`src/rtl/cpu_pkg.sv`:
```
// Shared definitions for the 19-bit CPU front end: redirect opcodes,
// sequencer state encodings and the default address width.
package cpu_pkg;

    localparam int AW_DEFAULT = 19;

    localparam logic [2:0] OP_NONE = 3'd0;
    localparam logic [2:0] OP_BR   = 3'd1;
    localparam logic [2:0] OP_JMP  = 3'd2;
    localparam logic [2:0] OP_CALL = 3'd3;
    localparam logic [2:0] OP_RET  = 3'd4;
    localparam logic [2:0] OP_HALT = 3'd5;

    localparam logic [1:0] ST_BOOT = 2'd0;
    localparam logic [1:0] ST_RUN  = 2'd1;
    localparam logic [1:0] ST_HALT = 2'd2;

endpackage

```
`src/rtl/pc_ras.sv`:
```
// Circular return-address stack. When full, a push overwrites the oldest
// entry; the top entry is read combinationally.
module pc_ras #(
    parameter int AW        = 19,
    parameter int RAS_DEPTH = 8,
    localparam int PW       = (RAS_DEPTH > 1) ? $clog2(RAS_DEPTH) : 1,
    localparam int CW       = PW + 1
) (
    input  logic          clk,
    input  logic          rst_n,
    input  logic          push_i,
    input  logic          pop_i,
    input  logic [AW-1:0] push_data_i,
    output logic [AW-1:0] top_o,
    output logic [CW-1:0] count_o,
    output logic          full_o,
    output logic          empty_o
);

    logic [AW-1:0] mem_q [RAS_DEPTH];
    logic [PW-1:0] sp_q, sp_d;
    logic [CW-1:0] count_q, count_d;
    logic [PW-1:0] top_idx;

    // sp_q points at the next slot to write; the top lives one below it.
    assign top_idx = sp_q - PW'(1);
    assign top_o   = mem_q[top_idx];
    assign count_o = count_q;
    assign full_o  = (count_q == CW'(RAS_DEPTH));
    assign empty_o = (count_q == '0);

    always_comb begin
        sp_d    = sp_q;
        count_d = count_q;
        if (push_i) begin
            sp_d = sp_q + PW'(1);
            if (!full_o) begin
                count_d = count_q + CW'(1);
            end
        end else if (pop_i && !empty_o) begin
            sp_d    = top_idx;
            count_d = count_q - CW'(1);
        end
    end

    always_ff @(posedge clk) begin
        if (!rst_n) begin
            sp_q    <= '0;
            count_q <= '0;
        end else begin
            sp_q    <= sp_d;
            count_q <= count_d;
        end
    end

    always_ff @(posedge clk) begin
        if (push_i) begin
            mem_q[sp_q] <= push_data_i;
        end
    end

endmodule

```
`src/rtl/pc_sequencer.sv`:
```
// Program-counter sequencer: presents fetch addresses over valid/ready and
// applies branch/jump/call/return/halt redirects from execute.
module pc_sequencer
    import cpu_pkg::*;
#(
    parameter int            AW        = AW_DEFAULT,
    parameter logic [AW-1:0] RESET_VEC = '0,
    parameter int            RAS_DEPTH = 8
) (
    input  logic          clk,
    input  logic          rst_n,
    output logic          fetch_valid,
    input  logic          fetch_ready,
    output logic [AW-1:0] fetch_addr,
    input  logic          redir_valid,
    input  logic [2:0]    redir_op,
    input  logic [AW-1:0] redir_pc,
    input  logic [AW-1:0] redir_imm,
    output logic          flush,
    output logic          halted,
    output logic          err_unf,
    output logic          ras_ovf,
    output logic [1:0]    dbg_state
);

    // Fetch handshake: a request transfers on any rising edge where
    // fetch_valid && fetch_ready; redirects have no ready and always land.

    localparam int CW = ((RAS_DEPTH > 1) ? $clog2(RAS_DEPTH) : 1) + 1;

    logic [1:0]    state_q, state_d;
    logic [AW-1:0] pc_q, pc_d;
    logic          flush_q, flush_d;
    logic          err_unf_q, err_unf_d;
    logic          ras_ovf_q, ras_ovf_d;

    logic          ras_push, ras_pop;
    logic [AW-1:0] ras_top;
    logic [CW-1:0] ras_count;
    logic          ras_full, ras_empty;

    pc_ras #(
        .AW        (AW),
        .RAS_DEPTH (RAS_DEPTH)
    ) u_ras (
        .clk         (clk),
        .rst_n       (rst_n),
        .push_i      (ras_push),
        .pop_i       (ras_pop),
        .push_data_i (redir_pc + AW'(1)),
        .top_o       (ras_top),
        .count_o     (ras_count),
        .full_o      (ras_full),
        .empty_o     (ras_empty)
    );

    assign fetch_valid = (state_q == ST_RUN);
    assign fetch_addr  = pc_q;
    assign flush       = flush_q;
    assign halted      = (state_q == ST_HALT);
    assign err_unf     = err_unf_q;
    assign ras_ovf     = ras_ovf_q;
    assign dbg_state   = state_q;

    always_comb begin
        state_d   = state_q;
        pc_d      = pc_q;
        flush_d   = 1'b0;
        err_unf_d = err_unf_q;
        ras_ovf_d = ras_ovf_q;
        ras_push  = 1'b0;
        ras_pop   = 1'b0;
        case (state_q)
            ST_BOOT: state_d = ST_RUN;
            ST_RUN: begin
                if (fetch_ready) begin
                    pc_d = pc_q + AW'(1);
                end
                // A redirect overrides the sequential advance in the same cycle.
                if (redir_valid) begin
                    case (redir_op)
                        OP_BR: begin
                            pc_d    = redir_pc + redir_imm;
                            flush_d = 1'b1;
                        end
                        OP_JMP: begin
                            pc_d    = redir_imm;
                            flush_d = 1'b1;
                        end
                        OP_CALL: begin
                            pc_d     = redir_imm;
                            flush_d  = 1'b1;
                            ras_push = 1'b1;
                            if (ras_full) begin
                                ras_ovf_d = 1'b1;
                            end
                        end
                        OP_RET: begin
                            flush_d = 1'b1;
                            if (ras_empty) begin
                                pc_d      = pc_q;
                                err_unf_d = 1'b1;
                                state_d   = ST_HALT;
                            end else begin
                                pc_d    = ras_top;
                                ras_pop = 1'b1;
                            end
                        end
                        OP_HALT: begin
                            pc_d    = pc_q;
                            flush_d = 1'b1;
                            state_d = ST_HALT;
                        end
                        default: ;
                    endcase
                end
            end
            ST_HALT: ;
            default: state_d = ST_BOOT;
        endcase
    end

    always_ff @(posedge clk) begin
        if (!rst_n) begin
            state_q   <= ST_BOOT;
            pc_q      <= RESET_VEC;
            flush_q   <= 1'b0;
            err_unf_q <= 1'b0;
            ras_ovf_q <= 1'b0;
        end else begin
            state_q   <= state_d;
            pc_q      <= pc_d;
            flush_q   <= flush_d;
            err_unf_q <= err_unf_d;
            ras_ovf_q <= ras_ovf_d;
        end
    end

    logic unused_count;
    assign unused_count = ^ras_count;

endmodule

```
`config.mk`:
```
export PLATFORM = sky130hd
export DESIGN_NAME = pc_sequencer
export DESIGN_NICKNAME = d
export VERILOG_FILES = /design/src/rtl/cpu_pkg.sv /design/src/rtl/pc_ras.sv /design/src/rtl/pc_sequencer.sv
export SDC_FILE = /design/constraint.sdc
export NUM_CORES = 1
export LEC_CHECK = 0
export ABC_AREA = 1
export CAP_MARGIN = 30
export CELL_PAD_IN_SITES_DETAIL_PLACEMENT = 1
export CELL_PAD_IN_SITES_GLOBAL_PLACEMENT = 2
export CORE_AREA = 2 2 233 120
export DETAILED_ROUTE_END_ITERATION = 7
export DIE_AREA = 0 0 235 122
export GPL_TIMING_DRIVEN = 0
export PLACE_DENSITY_LB_ADDON = 0.08
export SYNTH_ARGS = -nofsm -noshare
export SYNTH_HDL_FRONTEND = slang
export SYNTH_SLANG_ARGS = --single-unit
```
`constraint.sdc`:
```
create_clock -name clk -period 3.51 [get_ports clk]
set_input_delay 0.351 -clock clk [delete_from_list [all_inputs] [get_ports clk]]
set_output_delay 0.351 -clock clk [all_outputs]
set_load 0.05 [all_outputs]
```
# After elaboration in Yosys (flattened, before gate mapping)
# Memory sizes are Yosys's and may differ from the RTL's.
# Cells that the tools add are included.
[word_totals] word_cells=66 n_memories=1 out_inout_bits=26 regBits=31 inputBits=45 ram_bits=152
[memory_table] name="u_ras.mem_q" depth=8 width=19 rd=1 rd_clocked_by_memory_dff=0 wr=1 line="pc_ras.sv:20" source="logic [AW-1:0] mem_q [RAS_DEPTH];"
[op_classes] eq_ne=14 n_reduce_logical=13 bitwise_logic=1 n_mux=23 n_addsub=7
[op_table] cell="one-hot mux 19 bit (4 select lines)" count=1
[op_table] cell="two-way mux 19 bit" count=3
[op_table] cell="adder 19 x 1 -> 19 bit, second input constant" count=2
[op_table] cell="adder 19 bit" count=1
[op_table] cell="two-way mux 4 bit" count=3
[op_table] cell="AND reduction 4 bit" count=3
[op_table] cell="two-way mux 1 bit" count=10
[op_table] cell="== test 3 x 2 -> 1 bit, second input constant" count=2
[op_table] cell="== test 3 bit, second input constant" count=2
[op_table] cell="two-way mux 3 bit" count=2
[op_table] cell="one-hot mux 2 bit (3 select lines)" count=1
[op_table] cell="AND reduction 3 bit" count=2
[op_table] cell="OR reduction 5 bit" count=1
[op_table] cell="adder 4 x 1 -> 4 bit, second input constant" count=1
[op_table] cell="== test 4 bit, second input constant" count=1
[op_table] cell="logical NOT 4 bit" count=1
[op_table] cell="two-way mux 2 bit" count=2
[op_table] cell="inequality test 2 bit, second input constant" count=2
[op_table] cell="one-hot mux 2 bit (2 select lines)" count=1
[op_table] cell="subtractor 4 x 1 -> 4 bit, second input constant" count=1
[op_table] cell="adder 3 x 1 -> 3 bit, second input constant" count=1
[op_table] cell="== test 3 x 1 -> 1 bit, second input constant" count=1
[op_table] cell="inequality test 3 x 1 -> 1 bit, second input constant" count=1
[op_table] cell="inequality test 3 x 2 -> 1 bit, second input constant" count=1
[op_table] cell="12 further kinds" count=12

# Depth between registers and ports, before layout
# Gate-level depths: netlist of run 1.
[logic_depth] ltp_word=8 mapped_depth=16 ltp_nobuf=14

# Hierarchy
# From an unflattened synthesis of run 1, not the netlist that was laid out.
[hier_totals] hier_cells=1143 area_unflattened_um2=9829.4
[by_module_without_submodules] mod="pc_ras" cells_per_inst=581 area_per_inst_um2=6611.3 seq_area_each_um2=4704.5 instances=1
[by_module_without_submodules] mod="pc_sequencer" cells_per_inst=562 area_per_inst_um2=3218.1 seq_area_each_um2=480.5 instances=1

# Worst setup path before layout of run 1
# No wires, ideal clock.
[synth_path] kind="register -> register" startpoint="register state_q[0] (netlist: dbg_state[0])" endpoint="memory u_ras.mem_q[3][0] (enable)" period_less_slack_ps=3093 path_slack_ps=417 setup_ps=419 path_stages_with_launch=7 required_time_ps=3091 t_arrival_ps=2674 path_buffers=0 cell_sequence="dfxtp_1 -> nand2_1 -> nor2_4 -> nand3_2 -> inv_2 -> nand2_1 -> nor3_1"
[synth_via] elab_chain_cells=4
[synth_lines] item="start: declaration" line="pc_sequencer.sv:31" source="logic [1:0] state_q, state_d;"
[synth_lines] item="start signal: assignment" line="pc_sequencer.sv:131" source="state_q <= state_d;"
[synth_lines] item="== test 2 x 1 -> 1 bit" line="pc_sequencer.sv:73" source="case (state_q)"
[synth_lines] item="two-way mux 1 bit" line="pc_sequencer.sv:73"
[synth_lines] item="two-way mux 1 bit" line="pc_ras.sv:57" source="if (push_i) begin"
[synth_lines] item="two-way mux 1 bit (not written as such)" line="pc_ras.sv:58" source="mem_q[sp_q] <= push_data_i;"
[synth_lines] item="end: declaration" line="pc_ras.sv:20"
# Every way passes these cells.

# Final worst setup path of run 1
[layout_path] startpoint="register u_ras.sp_q[0]" endpoint="register pc_q[3] (netlist: fetch_addr[3])"
[layout_via] elab_chain_cells=5
[layout_lines] item="start: declaration" line="pc_ras.sv:21" source="logic [PW-1:0] sp_q, sp_d;"
[layout_lines] item="start signal: assignment" line="pc_ras.sv:51" source="sp_q <= sp_d;"
[layout_lines] item="subtractor 3 x 1 -> 3 bit" line="pc_ras.sv:26" source="assign top_idx = sp_q - PW'(1);"
[layout_lines] item="memory read (8 x 19 bit)"
[layout_lines] item="two-way mux 19 bit" line="pc_sequencer.sv:100" source="if (ras_empty) begin"
[layout_lines] item="one-hot mux 19 bit (4 select lines)" line="pc_sequencer.sv:81" source="case (redir_op)"
[layout_lines] item="two-way mux 19 bit" line="pc_sequencer.sv:80" source="if (redir_valid) begin"
[layout_lines] item="end signal: assignment" line="pc_sequencer.sv:132" source="pc_q <= pc_d;"
[layout_lines] item="end: declaration" line="pc_sequencer.sv:32" source="logic [AW-1:0] pc_q, pc_d;"
# Every way passes these cells. The select of a mux whose other input is x is not followed.
# A chain may end at the register's enable or synchronous reset.

==> metrics.md, run 1 <==
| Metric | Value |
|---|---|
| Layout cell share with drive strength beyond 1 | 0.1218 |
| Post-Synthesis Cells | 1,073 |
| Max_cap viols | 0 |
| Async set or reset register ratio after synthesis | 0 |
| Routed via count | 8,193 |
| Core area | 26,950 µm² |
| Mapped Avg Cell Area | 9.114 µm² |
| Pin count of the biggest net entering global routing | 18 |
| Die footprint | 28,670 µm² |
| F_max | 328.2 MHz |
| Vias in the first global route | 7,746 |
| Slew headroom | 0.4099 |
| CP Data Arrival Time | 3.37 ns |
| Routed wire length | 35,180 µm |
| Gpl congestion | 0.8456 |
| Static Leakage | 4.382 nW |
| Count of cell types in the netlist | 44 |
| CP Class | flip-flop to flip-flop |
| Number of synthesized flops with an enable pin | 152 |
| Clock latency on the worst-skew pair | 0.46 ns |
| Post-DR wirelength/cell | 22.70 µm |
| Synth Flop Type | edfxtp_1 |
| Number of DRC markers in iteration 0 | 789 |
| PD cells | 469.3 nW/µm² |
| Clock Skew | 0.008591 ns |
| Fin area | 11,770 µm² |
| Number of buffers created by CTS | 17 |
| VDD IR max | 389.6 µV |
| Seq/Total Area, Yosys | 0.5302 |
| First-pass GRT wire length | 52,040 µm |
| Total power | 5.525 mW |
| Mapped Area | 9779 µm² |
| DP HPWL | 27,400 µm |
| Post-DR vias/cell | 5.286 |
| Overall Global Routing Usage | 0.2522 |
| Detail Route Antenna Nets | 0 |
| CP Max Fanout | 10 |
| Final-report max-slew violation count | 0 |
| CTS sink cnt | 183 |
| Endpoints failing setup | 0 |
| CTS tree | yes |
| Dpl cell area | 11,160 µm² |
| DR DRC count | 0 |
| # IOs | 71 |
| Critical Path Start Type | flip-flop |
| Post-route clock period utilization | 0.8682 |
| Post-CTS sizing | 0 |
| RSZ-0062 raised after global routing | no |
| Status | complete, no violations |
| Detailed Routing Iterations Pass 1 | 5 |
| Area growth from synthesis to layout | 20.38% |
| Crit end category | flip-flop |
| CTS H-tree depth | 4 |
| Num rows | 43 |
| Worst hold path class | input port to flip-flop |
| Clk root buf | clkbuf_16 |
| Setup bufs post-CTS | 0 |
| Slew @ Worst Pin | 0.8851 ns |
| Yosys reg bits | 183 |
| CTS Hold Buffers Added | 0 |
| Net Count, Synth | 1,144 |
| Final Net Count | 1,248 |
| Die W | 235 µm |
| Starting density of the core | 0.3628 |
| Hold Fails Final Rpt | 0 |
| Die height | 122 µm |
| Clk buf depth | 2 |
| Clock transition at path regs | 0.08 ns |
| Initial antenna violation count | 0 |
| Syn. warnings | 0 |
| Post-layout minimum cycle time | 3.047 ns |
| Critical path required time | 3.83 ns |
| IO buf count | 69 |
| Global route overflow | 0 |
| Diode count | 0 |
==> worst max-delay path, stage by stage (launching register included) <==
cell and delay [ns]:
dfxtp_1 0.37, buf_4 0.20, inv_4 0.06, buf_4 0.18, buf_4 0.20, ha_1 0.24, xnor2_2 0.53, inv_4 0.16
buf_4 0.25, o211ai_1 0.31, nand3b_1 0.18, o21ai_1 0.13, a21oi_1 0.08
==> through the flow <==
step	worst slack, ns	hold WS (ns)	cells	TNS (ns)	util
global route	0.2624	0.2738	1550	0	0.4368
CTS	0.4334	0.2484	1550	0	0.4368
detailed placement	0.4597	0.4615	1518	0	0.4139
global placement	-1.536	0.4627	1502	-214.03	0.4051
finish	0.4627	0.2722	1550	0	0.4368
floorplan	0.4170	0.4467	1073	0	-
==> cell families after synthesis <==
| logic type | Yosys count | share of synthesized area |
|---|---|---|
| AO/OA/AOI/OAI | 223 | 0.1314 |
| buffers and inverters | 124 | 0.05681 |
| flip-flops | 183 | 0.5302 |
| adder cells (fa/ha/maj) | 26 | 0.03480 |
| XOR/XNOR | 30 | 0.02764 |
| AND/OR/NAND/NOR | 487 | 0.2192 |
==> final timing paths <==
path                              startpoint                           to  slack [ns]  depth (start not counted)
setup reg to reg  u_ras.sp_q[0]$_SDFFE_PN0P_   fetch_addr[3]$_SDFFE_PN0P_        0.46                         12
hold / removal                   redir_valid  fetch_addr[12]$_SDFFE_PN0P_        0.27                          3
setup / recovery  u_ras.sp_q[0]$_SDFFE_PN0P_   fetch_addr[3]$_SDFFE_PN0P_        0.46                         12
hold reg to reg         err_unf$_SDFFE_PN0P_         err_unf$_SDFFE_PN0P_        0.47                          2
==> cells in the final DEF (no fill, tap or decap), drive strengths merged <==
master           n
a31oi            3
nand3b          10
o221ai           3
clkinv           4
xor2            21
edfxtp         152
dfxtp           31
clkinvlp         5
o22ai            1
a21oi           57
o21ai          120
or2              2
nand3           64
inv             83
and2             1
ha              24
nor3            20
buf             48
xnor2            9
nand4            9
o211ai          35
o21bai           3
clkdlybuf4s50   69
fa               2
nand2          200
a31o             1
nor2           181
clkbuf          29
bufinv           3
==> power by group <==
group | internal (mW) | total [mW] | leakage [nW] | switching [mW]
logic | 0.307 | 0.974 | 2.48 | 0.667
registers | 2.40 | 2.46 | 1.62 | 0.0641
clock network | 1.14 | 2.09 | 0.286 | 0.948
==> per-layer routing <==
layer / wire length, µm / share of wire / up-vias / track usage
met4: 457 / 0.013 / 0 / 0.06725
met3: 1841 / 0.052 / 28 / 0.03920
met5: 0 / 0 / - / 0
li1: - / - / 3904 / -
met2: 12580 / 0.36 / 218 / 0.3127
met1: 20310 / 0.58 / 4043 / 0.4294
==> flip-flops by register name, summed over array words and instances (netlist names) <==
| signal | cells |
|---|---|
| u_ras.mem_q | 152 |
| fetch_addr | 19 |
| u_ras.count_o | 4 |
| u_ras.sp_q | 3 |
| dbg_state | 2 |
| err_unf | 1 |
| flush | 1 |
| ras_ovf | 1 |
==> cells in the mapped netlist (2+ instances only) <==
master | n | share of area
a21oi_1 | 56 | 0.029
a31oi_1 | 3 | 0.0019
buf_2 | 21 | 0.011
buf_4 | 7 | 0.0054
buf_6 | 2 | 0.0023
clkbuf_1 | 10 | 0.0038
clkinv_1 | 4 | 0.0015
dfxtp_1 | 31 | 0.063
edfxtp_1 | 152 | 0.47
fa_1 | 2 | 0.0041
ha_1 | 24 | 0.031
inv_1 | 63 | 0.024
inv_2 | 12 | 0.0046
inv_4 | 2 | 0.0013
nand2_1 | 196 | 0.075
nand2_2 | 3 | 0.0019
nand3_1 | 55 | 0.028
nand3_2 | 9 | 0.0092
nand3b_1 | 9 | 0.0069
nand4_1 | 9 | 0.0058
nor2_1 | 169 | 0.065
nor2_2 | 7 | 0.0045
nor2_4 | 5 | 0.0058
nor3_1 | 17 | 0.0087
nor3_2 | 3 | 0.0031
o211ai_1 | 25 | 0.019
o211ai_2 | 10 | 0.013
o21ai_0 | 106 | 0.054
o21ai_1 | 14 | 0.0072
o21bai_1 | 3 | 0.0023
o221ai_1 | 3 | 0.0027
or2_2 | 2 | 0.0013
xnor2_1 | 8 | 0.0072
xor2_1 | 21 | 0.019
==> final cells by class <==
class,count,area (µm²)
Multi-Input combinational cell,766,4079
Clock inverter,14,187.7
Buffer,43,246.5
Tap cell,360,450.4
Fill cell,3103,15180
Timing Repair Buffer,85,885.9
Clock buffer,18,429.2
Inverter,81,309.0
Sequential cell,183,5185
(Power assumes the default switching activity.)
==> run 2: changes to the inputs <==
==> constraint.sdc (replaced) <==
create_clock -name clk -period 3.51 [get_ports clk]
set_input_delay 0.8775 -clock clk [delete_from_list [all_inputs] [get_ports clk]]
set_output_delay 0.8775 -clock clk [all_outputs]
set_load 0.05 [all_outputs]
==> results of run 2 <==
The final DEF is identical to that of run 1. Status: complete, no violations.
Among the figures that moved: setup slack after placement 0.4597 ns -> -0.04052 ns; clock-pin slew on the worst setup and hold paths 0.08 ns -> 0.07 ns; setup slack after layout 0.4627 ns -> 0.3979 ns; hold slack 0.2722 ns -> 0.4710 ns; start point of the critical path u_ras.sp_q[0]$_SDFFE_PN0P_ -> redir_pc[0]; end point of the critical path fetch_addr[3]$_SDFFE_PN0P_ -> fetch_addr[16]$_SDFFE_PN0P_; end point of the worst hold path fetch_addr[12]$_SDFFE_PN0P_ -> err_unf$_SDFFE_PN0P_
==> run 3: changes to the inputs <==
--- a/config.mk
+++ b/config.mk
@@ -9,11 +9,12 @@
 export CAP_MARGIN = 30
 export CELL_PAD_IN_SITES_DETAIL_PLACEMENT = 1
 export CELL_PAD_IN_SITES_GLOBAL_PLACEMENT = 2
-export CORE_AREA = 2 2 233 120
+export CORE_AREA = 2 2 137 205
 export DETAILED_ROUTE_END_ITERATION = 7
-export DIE_AREA = 0 0 235 122
+export DIE_AREA = 0 0 139 207
 export GPL_TIMING_DRIVEN = 0
 export PLACE_DENSITY_LB_ADDON = 0.08
 export SYNTH_ARGS = -nofsm -noshare
 export SYNTH_HDL_FRONTEND = slang
+export SYNTH_HIERARCHICAL = 1
 export SYNTH_SLANG_ARGS = --single-unit
==> run 3 against run 2 <==
Compared with the run above:
- first-iteration DRC count decreased by 59%
- via count decreased by 1.3%
- non-clock buffer count is 8 lower
- critical path depth decreased by 4
- die area up 0.36%
- area after synthesis is 0.51% higher
- clock skew grew 0.0038 ns
- global-route usage shrank 2.6 points
- core utilization fell by 0.42 points
- worst hold slack improved by 0.019 ns
- design area fell by 0.67%
- flip-flop and latch count stayed put
- critical path type unchanged
- critical endpoint is now u_ras/mem_q[5][18]$_DFFE_PP_
- largest power group unchanged
- highest routed layer unchanged
==> metrics.md, run 3 <==
| Metric | Value |
|---|---|
| Post-route clock period utilization | 0.9830 |
| RSZ-0062 raised after global routing | yes |
| Post-DR vias/cell | 5.069 (-4.1%) |
| Synth Area in Adders | 0.03462 (-0.0001772) |
| DP HPWL | 24,720 µm (-9.8%) |
| CTS tree | yes |
| Syn. warnings | 6 (+6) |
| Clock Skew | 0.01241 ns (+0.003822 ns) |
| Top cells by count, synth | nand2_1, nor2_1, edfxtp_1 |
| CTS Hold Buffers Added | 0 (unchanged) |
| F_max | 289.8 MHz |
| Num rows | 74 (+72%) |
| Number of synthesized flops with an enable pin | 152 (unchanged) |
| Gpl congestion | 0.8748 (+3.5%) |
| # IOs | 71 (unchanged) |
| Slew @ Worst Pin | 0.7968 ns (-0.08832 ns) |
| Simple-gate area share of the yosys netlist | 0.2281 (+0.008940) |
| Synth Area in Compound Gates | 0.1185 (-0.01289) |
| Mapped Area | 9829 µm² (+0.51%) |
| VDD IR max | 331.2 µV (-15%) |
| Async set or reset register ratio after synthesis | 0 (unchanged) |
| Routed wire length | 31,980 µm (-9.1%) |
| Area growth from synthesis to layout | 18.97% |
| Layout cell share with drive strength beyond 1 | 0.07821 (-0.04364) |
| Number of DRC markers in iteration 0 | 327 (-59%) |
| Crit-path cells | clkdlybuf4s50_1 -> ha_1 -> nand3_1 -> nor2_1 -> nand3_1 -> nor2_1 -> nand3_1 -> nor2_1 -> nand4_1 -> xnor2_4 |
| Clock latency on the worst-skew pair | 0.44 ns (-0.02 ns) |
| Post-DR wirelength/cell | 20.05 µm (-12%) |
| Diode count | 0 (unchanged) |
| Crit-path slowest cell | clkdlybuf4s50_1 |
| Commonest non-fill, non-tap cell in the layout | nand2_1 |
| Vias in the first global route | 8,591 (+11%) |
| Reg with most FFs | u_ras/mem_q |
| Synth Flop Type | edfxtp_1 |
| Pin count of the biggest net entering global routing | 18 (unchanged) |
| Initial antenna violation count | 1 (+1) |
| Hold slack | 0.4895 ns |
| Worst hold path class | flip-flop to flip-flop |
| Endpoints failing setup | 0 (unchanged) |
| PD cells | 431.7 nW/µm² (-8.0%) |
| Critical Path Start Type | input port |
| IO buf count | 70 (+1.4%) |
| CTS sink cnt | 183 (unchanged) |
| Global route overflow | 0 (unchanged) |
| Static Leakage | 4.618 nW (+5.4%) |
| Core area | 27,040 µm² (+0.30%) |
| Largest family of logic cells by synthesized area | simple AND/OR/NAND/NOR gates |
| Final-report max-slew violation count | 0 (unchanged) |
| Clock transition at path regs | 0.07 ns |
| Yosys reg bits | 183 (unchanged) |
| Crit end category | flip-flop |
| Slew headroom | 0.4650 (+0.05506) |
| DR DRC count | 0 (unchanged) |
| Post-Synthesis Cells | 1,143 (+6.5%) |
| Max FFs per register | 152 (unchanged) |
| Die footprint | 28,770 µm² (+0.36%) |
| Count of cell types in the netlist | 44 (unchanged) |
| CTS H-tree depth | 4 (unchanged) |
| First-pass GRT wire length | 49,370 µm (-5.1%) |
| Mux cell area share after synthesis | 0 (unchanged) |
| XOR/XNOR share of the synthesized area | 0.02495 (-0.002687) |
| CP Class | input port to flip-flop |
| Critical path required time | 3.75 ns |
| Seq/Total Area, Yosys | 0.5275 (-0.002700) |
| Largest area contributor in the netlist | edfxtp_1 |
| Detailed Routing Iterations Pass 1 | 4 (-1) |
| Commonest cells after routing, fill and taps aside | nand2_1, nor2_1, edfxtp_1, o21ai_0, inv_1 |
| Die W | 139 µm (-41%) |
| Post-layout minimum cycle time | 3.450 ns |
| Net Count, Synth | 1,214 (+6.1%) |
| Mapped Avg Cell Area | 8.600 µm² (-5.6%) |
| Die height | 207 µm (+70%) |
| Most common cell in the synthesized netlist | nand2_1 |
| CP Data Arrival Time | 3.69 ns |
| Clk buf depth | 2 (unchanged) |
| Util after Layout | 0.4325 (-0.004229) |
| Max incr delay on CP | 0.62 ns |
| Max_cap viols | 0 (unchanged) |
| Hold Fails Final Rpt | 0 (unchanged) |
| Starting density of the core | 0.3636 (+0.0007598) |
| CP Max Fanout | 8 |
| Status | complete, no violations |
| Yosys top cell area share | 0.4644 (-0.002376) |
| Detail Route Antenna Nets | 0 (unchanged) |
| Clk root buf | clkbuf_16 |
| Routed via count | 8,085 (-1.3%) |
| Final Net Count | 1,311 (+5.0%) |
| Total power | 5.048 mW (-8.6%) |
| Overall Global Routing Usage | 0.2262 (-0.02597) |
| Number of buffers created by CTS | 17 (unchanged) |
| Final TNS setup | 0 ns (unchanged) |
| Cells taking the most area after synthesis | edfxtp_1, nand2_1, nor2_1 |
[run 3: changes by cell type after synthesis, sizes merged, moves of 10 or more]
| cell | before | now |
|---|---|---|
| nand2 | 200 | 238 |
| nor2 | 181 | 203 |
| o21ai | 120 | 151 |
| o211ai | 35 | 1 |
| inv | 77 | 105 |
| nor3 | 20 | 10 |
[run 3: logic make-up (layout without fill, tap and decap cells)]
logic type / Yosys count / after routing
simple gates: 538 / 538
compound gates: 220 / 220
flops: 183 / 183
buf+inv: 148 / 258
xor+xnor: 28 / 28
fa+ha+maj: 26 / 26
[run 3: critical path: cells and delay by family]
kind                       cells  cell delay, ns
xor gates and xnor gates       1            0.35
adders and majority gates      1            0.24
buffers and inverters          1            0.62
and+or+nand+nor                7            1.60
[run 3: metal layers]
layer  global-route usage  vias up  wire length, µm
li1                     -     4030                -
met1               0.2492     3867            12590
met2               0.4298      136            17380
met3              0.03375       52              884
met4              0.09161        0             1122
met5                    0        -                0
[run 3: metrics by stage]
stage	area, µm²	setup slack, ns	cells
finish	11690	0.05971	1595
global route	11690	-0.1021	1595
CTS	11660	0.02189	1595
detailed placement	11120	-0.6067	1563
global placement	10960	-0.9515	1555
floorplan	9829	0.2910	1143
[run 3: power breakdown]
part	leakage [nW]	internal, mW	total [mW]	switching, mW
logic	2.74	0.279	0.838	0.559
registers	1.62	2.38	2.42	0.0373
clock network	0.261	0.909	1.79	0.879
[run 3: repair_timing]
action,CTS,global route
resized for setup,1,4
buffers inserted,0,0
setup endpoints to repair,8,32
[run 3: cell type report]
| cell class | instances | area, µm² |
|---|---|---|
| tap | 342 | 427.9 |
| timing repair buffer | 78 | 845.8 |
| clock inverter | 15 | 103.9 |
| sequential | 183 | 5185 |
| inverter | 106 | 400.4 |
| fill | 3188 | 15340 |
| clock buffer | 17 | 425.4 |
| buffer | 42 | 251.5 |
| multi-input combinational | 812 | 4054 |
[run 3: worst paths after layout]
| kind | startpoint | to | slack (ns) | cells past startpoint |
|---|---|---|---|---|
| setup / recovery | redir_pc[1] | u_ras/mem_q[5][18]$_DFFE_PP_ | 0.06 | 10 |
| hold reg to reg | ras_ovf$_SDFFE_PN0P_ | ras_ovf$_SDFFE_PN0P_ | 0.49 | 2 |
| hold / removal | ras_ovf$_SDFFE_PN0P_ | ras_ovf$_SDFFE_PN0P_ | 0.49 | 2 |
| setup reg to reg | u_ras/sp_q[0]$_SDFFE_PN0P_ | fetch_addr[12]$_SDFFE_PN0P_ | 0.53 | 15 |
